$ cat src/rtl/vector_word_assembler.sv
// -----------------------------------------------------------------------------
// vector_word_assembler
//
// Packs a byte stream (byte 0 first, bit 0 of each byte first) into 32-bit
// words in internal bit order: word = bitrev32({b3,b2,b1,b0}). A frame is
// TOTAL_BYTES long. A short final word is zero-padded, and the last word of
// each frame is flagged. Completed words wait in a one-entry output register
// until the sink takes them.
//
// Ports
//   clk         clock, all state updates on the rising edge
//   rst         synchronous active-high reset
//   byte_in     input byte
//   byte_valid  byte_in is valid
//   byte_ready  block accepts a byte this cycle
//   word_out    assembled word, internal bit order
//   word_valid  word_out / word_addr / word_last are valid
//   word_ready  sink accepts the word this cycle
//   word_addr   word index within the frame, 0..NWORDS-1
//   word_last   word_out is the final word of the frame
// -----------------------------------------------------------------------------
module vector_word_assembler #(
  parameter int TOTAL_BYTES = 436,
  localparam int NWORDS = (TOTAL_BYTES + 3) / 4,
  localparam int AW = (NWORDS > 1) ? $clog2(NWORDS) : 1
) (
  input  logic          clk,
  input  logic          rst,
  input  logic [7:0]    byte_in,
  input  logic          byte_valid,
  output logic          byte_ready,
  output logic [31:0]   word_out,
  output logic          word_valid,
  input  logic          word_ready,
  output logic [AW-1:0] word_addr,
  output logic          word_last
);

  localparam int BW = (TOTAL_BYTES > 1) ? $clog2(TOTAL_BYTES) : 1;
  localparam logic [BW-1:0] LAST_BYTE = BW'(TOTAL_BYTES - 1);
  localparam logic [AW-1:0] LAST_WORD = AW'(NWORDS - 1);

  logic [31:0]   asm_q, asm_d;
  logic [1:0]    cnt_q, cnt_d;
  logic [BW-1:0] byte_cnt_q, byte_cnt_d;
  logic [AW-1:0] word_cnt_q, word_cnt_d;
  logic [31:0]   out_word_q, out_word_d;
  logic [AW-1:0] out_addr_q, out_addr_d;
  logic          out_last_q, out_last_d;
  logic          out_valid_q, out_valid_d;

  logic [7:0]    byte_rev;
  logic [31:0]   merged;
  logic          is_last_byte;
  logic          completing_byte;
  logic          accept;
  logic          drain;

  // Bit 0 of the arriving byte lands in the most significant position of its
  // slot field.
  for (genvar gi = 0; gi < 8; gi++) begin : g_rev
    assign byte_rev[gi] = byte_in[7-gi];
  end

  // Slot k occupies word bits [31-8k -: 8]. Slots already filled come from the
  // assembly register, the current slot takes the incoming byte, and slots not
  // yet reached are forced to zero so nothing stale can escape on a short word.
  for (genvar gi = 0; gi < 4; gi++) begin : g_slot
    assign merged[31-8*gi -: 8] = (cnt_q == 2'(gi)) ? byte_rev :
                                  (cnt_q >  2'(gi)) ? asm_q[31-8*gi -: 8] :
                                                      8'h00;
  end

  assign is_last_byte    = (byte_cnt_q == LAST_BYTE);
  assign completing_byte = (cnt_q == 2'd3) || is_last_byte;

  // Only a word-completing byte needs room in the output register; that room
  // exists if the register is empty or is being drained this same cycle.
  assign byte_ready = !rst && (!completing_byte || !out_valid_q || word_ready);
  assign accept     = byte_valid && byte_ready;
  assign drain      = out_valid_q && word_ready;

  always_comb begin
    asm_d       = asm_q;
    cnt_d       = cnt_q;
    byte_cnt_d  = byte_cnt_q;
    word_cnt_d  = word_cnt_q;
    out_word_d  = out_word_q;
    out_addr_d  = out_addr_q;
    out_last_d  = out_last_q;
    out_valid_d = out_valid_q;

    if (drain) begin
      out_valid_d = 1'b0;
    end

    if (accept) begin
      byte_cnt_d = is_last_byte ? '0 : byte_cnt_q + BW'(1);
      if (completing_byte) begin
        // A reload here overrides the drain above.
        out_word_d  = merged;
        out_addr_d  = word_cnt_q;
        out_last_d  = (word_cnt_q == LAST_WORD);
        out_valid_d = 1'b1;
        asm_d       = '0;
        cnt_d       = '0;
        word_cnt_d  = is_last_byte ? '0 : word_cnt_q + AW'(1);
      end else begin
        asm_d = merged;
        cnt_d = cnt_q + 2'd1;
      end
    end
  end

  always_ff @(posedge clk) begin
    if (rst) begin
      asm_q       <= '0;
      cnt_q       <= '0;
      byte_cnt_q  <= '0;
      word_cnt_q  <= '0;
      out_word_q  <= '0;
      out_addr_q  <= '0;
      out_last_q  <= 1'b0;
      out_valid_q <= 1'b0;
    end else begin
      asm_q       <= asm_d;
      cnt_q       <= cnt_d;
      byte_cnt_q  <= byte_cnt_d;
      word_cnt_q  <= word_cnt_d;
      out_word_q  <= out_word_d;
      out_addr_q  <= out_addr_d;
      out_last_q  <= out_last_d;
      out_valid_q <= out_valid_d;
    end
  end

  assign word_out   = out_word_q;
  assign word_addr  = out_addr_q;
  assign word_last  = out_last_q;
  assign word_valid = out_valid_q;

endmodule

$ cat config.mk
export PLATFORM = sky130hd
export DESIGN_NAME = vector_word_assembler
export DESIGN_NICKNAME = d
export VERILOG_FILES = /design/src/rtl/vector_word_assembler.sv
export SDC_FILE = /design/constraint.sdc
export NUM_CORES = 1
export LEC_CHECK = 0
export CORE_UTILIZATION = 40
export DETAILED_ROUTE_END_ITERATION = 10
export SYNTH_ARGS = -nofsm -noshare
export SYNTH_HDL_FRONTEND = slang
export SYNTH_SLANG_ARGS = --single-unit
$ cat constraint.sdc
create_clock -name clk -period 3.1 [get_ports clk]
set_input_delay 0.62 -clock clk [delete_from_list [all_inputs] [get_ports clk]]
set_output_delay 0.62 -clock clk [all_outputs]
set_load 0.005 [all_outputs]
### Word level (Yosys, flattened, before mapping)

Index checks and enable logic that the tools add are counted.

* add/sub/neg operators: 3
* reductions and logical operators: 11
* muxes and demuxes: 15
* magnitude comparators: 4
* equal/unequal tests: 5

Operators with widths (count)
* 8-bit two-way mux: 8
* 32-bit two-way mux: 1
* 9-bit by 1-bit adder with 9-bit output (second input constant): 1
* 9-bit equality test (second input constant): 1
* 9-bit two-way mux: 1
* 7-bit by 1-bit adder with 7-bit output (second input constant): 1
* 7-bit equality test (second input constant): 1
* 7-bit two-way mux: 1
* 2-bit equality test (second input constant): 2
* 2-bit by 1-bit greater-than comparator with 1-bit output (second input constant): 2
* 2-bit greater-than comparator (second input constant): 2
* 1-bit logical AND: 3
* 1-bit zero test: 3
* 1-bit logical OR: 3
* 1-bit two-way mux: 3
* 2-bit by 1-bit adder with 2-bit output (second input constant): 1
* 2-bit by 1-bit equality test with 1-bit output (second input constant): 1
* 2-bit zero test: 1
* 2-bit two-way mux: 1
* 2-bit AND reduction: 1

* flip-flop bits (word level): 91
* logic and storage cells: 46
* input port bits: 12
* output and inout port bits: 42

### Longest topological paths before layout

* depth in word-level cells: 8
* gate-level depth with buffers: 8
* gate-level depth less buffers: 6

### Least setup slack after synthesis

OpenSTA, ideal clock, no wires.

* path type: input port to output port
* start: in rst
* end: out byte_ready
* path buffers: 4
* cell stages on the path: 5
* setup slack: 0.716 ns
* data arrival time: 1.764 ns
* cell sequence: buf_2 > clkbuf_1 > buf_1 > clkbuf_1 > a21oi_1

* longest elaborated chain between the ends: 2

RTL lines
* start, declared: RTL line 28 `input logic rst,`
* 1-bit zero test: RTL line 79 `assign byte_ready = !rst && (!completing_byte || !out_valid_q || word_ready);`
* 1-bit logical AND: RTL line 79
* end, declared: RTL line 31 `output logic byte_ready,`

No other way between the ends.

### Worst setup path after layout

* start: reg byte_cnt_q[0]
* end: out byte_ready

* longest elaborated chain between the ends: 6

RTL lines
* start, declared: RTL line 45 `logic [BW-1:0] byte_cnt_q, byte_cnt_d;`
* start signal, assigned: RTL line 128 `byte_cnt_q <= byte_cnt_d;`
* 9-bit equality test: RTL line 74 `assign is_last_byte = (byte_cnt_q == LAST_BYTE);`
* 1-bit logical OR: RTL line 75 `assign completing_byte = (cnt_q == 2'd3) || is_last_byte;`
* 1-bit zero test: RTL line 79
* 1-bit logical OR (2 in series): RTL line 79
* 1-bit logical AND: RTL line 79

No other way between the ends.

==> flow_metrics.py <==
metrics = {
    "status": {
        "status": "completed",
    },
    "synth": {
        "synth-seq-cells": 83,
        "ys.warnings.count": 0,
        "async_flop_share": 0,
        "ys.flop_type": "dfxtp_1",
        "yosysTopAreaCellShare": 0.4452,
        "post_synth_num_cell_types": 49,
        "synth_edf_count": 0,
        "yosysTopAreaCell": "dfxtp_1",
        "syn_inst": 407,
        "ys_seq_area_frac": 0.4452,
        "syn-num-nets": 426,
        "syn_area_per_cell_sq_um": 9.170,
        "yosys-top-cells-area": "dfxtp_1 45%, a21oi_1 6.0%, nand3_1 5.0%",
        "syn_area_sq_um": 3732,
    },
    "setup_path": {
        "critPathTopFamily": "buffers and inverters",
        "cp-endpoint": "byte_ready",
        "critPathLaunch": "byte_cnt_q[0]$_SDFFE_PP0P_",
        "reg2reg_depth": 6,
        "worst_path_max_delay_cell": "clkdlybuf4s50_1",
        "cp-end-kind": "output port",
        "critPathBufInv": 1,
        "critPathKind": "flop to output port",
        "path_cells": "ha_1 -> nand4_1 -> o21ai_4 -> a21oi_1 -> clkdlybuf4s50_1",
        "cp_data_arrival_time_ns": 2.13,
        "ff2ff_setup_slack_ns": 0.87,
        "worstPathMaxFanout": 6,
        "r2r_start": "byte_cnt_q[0]$_SDFFE_PP0P_",
        "cp.depth": 5,
        "startpoint_type": "flop",
        "critPathRequiredTime_ns": 2.48,
        "r2r-end": "word_out[6]$_SDFFE_PP0P_",
        "slowest_delay_ns": 0.47,
    },
    "clocking": {
        "cts_hold_buf": 0,
        "ctsResizeCount": 0,
        "clock_path_buffers": 2,
        "cts_setup_buffers": 0,
        "clock_latency_ns": 0.35,
        "cts_buffers": 9,
        "cts_tree": "done",
        "clock-root-buffer": "clkbuf_8",
        "htree_levels": 3,
        "cts.sinks": 83,
        "clkTransAtPathRegs_ns": 0.08,
    },
    "layout": {
        "antenna-diode-count": 0,
        "final_area_sq_um": 4603,
        "syn2layout_area_growth_pct": 23.33,
        "nets": 474,
        "drive_gt1_frac": 0.1152,
    },
    "placed_design": {
        "routabilityCongestion": 0.7535,
        "port_buffers": 53,
        "place_ws_ns": 0.4412,
        "dpl_cell_area_sq_um": 4387,
        "hpwlAfterDp_um": 6196,
    },
    "drt": {
        "drt_pass1_iterations": 4,
        "drc_errors": 0,
        "post_drt_wl_per_cell_um": 16.19,
        "detail-route-antenna-nets": 0,
        "drtIter0Drc": 189,
        "avgViaCountPerCell": 5.646,
        "vias": 3207,
        "postRouteWirelength_um": 9198,
    },
    "global_routing": {
        "grt_use_met1": 0.2755,
        "grt_start_max_net_pins": 50,
        "gr-max-usage-layer": "met2",
        "first_global_vias": 3142,
        "grt_usage": 0.2004,
        "grt_antenna_before_repair": 0,
        "grt_overflow_total": 0,
        "grtUsageMet3": 0.04965,
        "grtUsageMet2": 0.3164,
        "grt_pass1_wl_um": 15640,
    },
    "pwr": {
        "power_density_nw_per_um2": 472.0,
        "p_total_uw": 2173,
        "ir_drop_v": 0.0002287,
        "p_leak_uw": 0.001530,
    },
    "floorplanning": {
        "dieWidth_um": 98.60,
        "dieArea_sq_um": 9721,
        "die_height_um": 98.60,
        "coreArea_sq_um": 8891,
        "io-pin-count": 54,
        "num_rows": 34,
        "start_util": 0.4198,
    },
    "sta": {
        "clock_skew_ns": 0.007185,
        "setup_slack_ns": 0.3542,
        "setup_viol": 0,
        "rsz0062_at_grt": "no",
        "period_needed_ns": 2.746,
        "finalHoldViolCount": 0,
        "whs_ns": 0.4705,
        "maxSlewHeadroom": 0.4437,
        "period_share": 0.8857,
        "fmax_ghz": 0.3642,
        "tightestPinTransition_ns": 0.8329,
        "setup_tns_ns": 0,
        "final_max_slew_viol_count": 0,
    },
    "hold_path": {
        "min_path_type": "flop to flop",
    },
    "flow_run": {
        "maxCapViolCount": 0,
    },
}
[how the worst min path moves through the flow]
stage / slack, ns / from / endpoint / depth (start not counted)
final: 0.47 / asm_q[10]$_SDFFE_PP0P_ / asm_q[10]$_SDFFE_PP0P_ / 1
after global routing: 0.50 / asm_q[14]$_SDFFE_PP0P_ / asm_q[14]$_SDFFE_PP0P_ / 1
after CTS: 0.47 / asm_q[8]$_SDFFE_PP0P_ / asm_q[8]$_SDFFE_PP0P_ / 1
after detailed placement: 0.45 / asm_q[8]$_SDFFE_PP0P_ / asm_q[8]$_SDFFE_PP0P_ / 1
after global placement: 0.44 / asm_q[12]$_SDFFE_PP0P_ / asm_q[12]$_SDFFE_PP0P_ / 1
after floorplan: 0.43 / asm_q[10]$_SDFFE_PP0P_ / asm_q[10]$_SDFFE_PP0P_ / 1
[cell families (layout without fill, tap and decap cells)]
kind of cell	after synthesis	count (layout)	share of synthesized area
flops	83	83	0.4452
xor+xnor	6	6	0.01408
simple gates	132	132	0.1988
fa+ha+maj	7	7	0.02347
buf+inv	39	92	0.04291
mux	9	9	0.02447
compound gates	131	131	0.2511
[cell usage in the layout (no fill, tap or decap), types with 4 or more instances in the layout]
| cell | n |
|---|---|
| dfxtp_1 | 83 |
| clkdlybuf4s50_1 | 52 |
| a21oi_1 | 45 |
| nand3_1 | 37 |
| o21ai_0 | 28 |
| nand2b_1 | 19 |
| nand2_1 | 19 |
| nor2_1 | 17 |
| buf_4 | 13 |
| a211oi_2 | 12 |
| inv_1 | 9 |
| nand3b_1 | 9 |
| clkbuf_8 | 9 |
| a32o_1 | 8 |
| o2bb2ai_1 | 8 |
| mux2i_1 | 8 |
| a22o_1 | 8 |
| ha_1 | 7 |
| a211oi_1 | 6 |
| xor2_1 | 5 |
| nand4_1 | 4 |
| and3_1 | 4 |
| nor3_1 | 4 |
| or4_1 | 4 |
[cell usage after synthesis, types with 7 or more instances]
cell type / count
a211oi_2: 12
a21oi_1: 45
o2bb2ai_1: 8
inv_1: 9
mux2i_1: 8
o21ai_0: 28
ha_1: 7
a32o_1: 8
nand2_1: 19
nand3_1: 37
nor2_1: 18
nand3b_1: 9
nand2b_1: 19
dfxtp_1: 83
clkbuf_1: 21
a22o_1: 8
[flip-flops by register name, indices dropped and copies added, names as in the netlist]
signal      flops
word_cnt_q      7
cnt_q           2
word_out       32
byte_cnt_q      9
word_valid      1
asm_q          24
word_last       1
word_addr       7
[area by class of cell]
class	instances	area, sq um
Inverter	9	33.78
Sequential cell	83	1662
Tap cell	108	135.1
Fill cell	814	4288
Multi-Input combinational cell	285	1913
Clock buffer	10	127.6
Timing Repair Buffer	67	643.1
Clock inverter	6	88.84
[worst register-to-register path, cell delays in order, from the launching register on]
cell and delay [ns]:
dfxtp_1 0.41, ha_1 0.30, nand4_1 0.26, o21ai_4 0.22
buf_4 0.38, a21oi_1 0.31, a22o_1 0.25
[through the flow]
step / utilization / instances
after global routing: 0.5177 / 568
after floorplan: - / 407
after global placement: 0.4934 / 552
after CTS: 0.5177 / 568
after detailed placement: 0.4934 / 552
final: 0.5177 / 568
[per-layer routing]
metal	share of wire	up-vias
li1	-	1601
met1	0.49	1505
met2	0.45	94
met3	0.054	7
met4	0.0079	0
met5	0	-
[report_power, final]
part           internal (uW)  total (uW)  switching, uW
clock                    455         848            393
sequential              1090        1110           19.3
combinational           85.9         216            130
total                   1630        2170            542
Note: power is estimated with default switching activity, not from simulation.
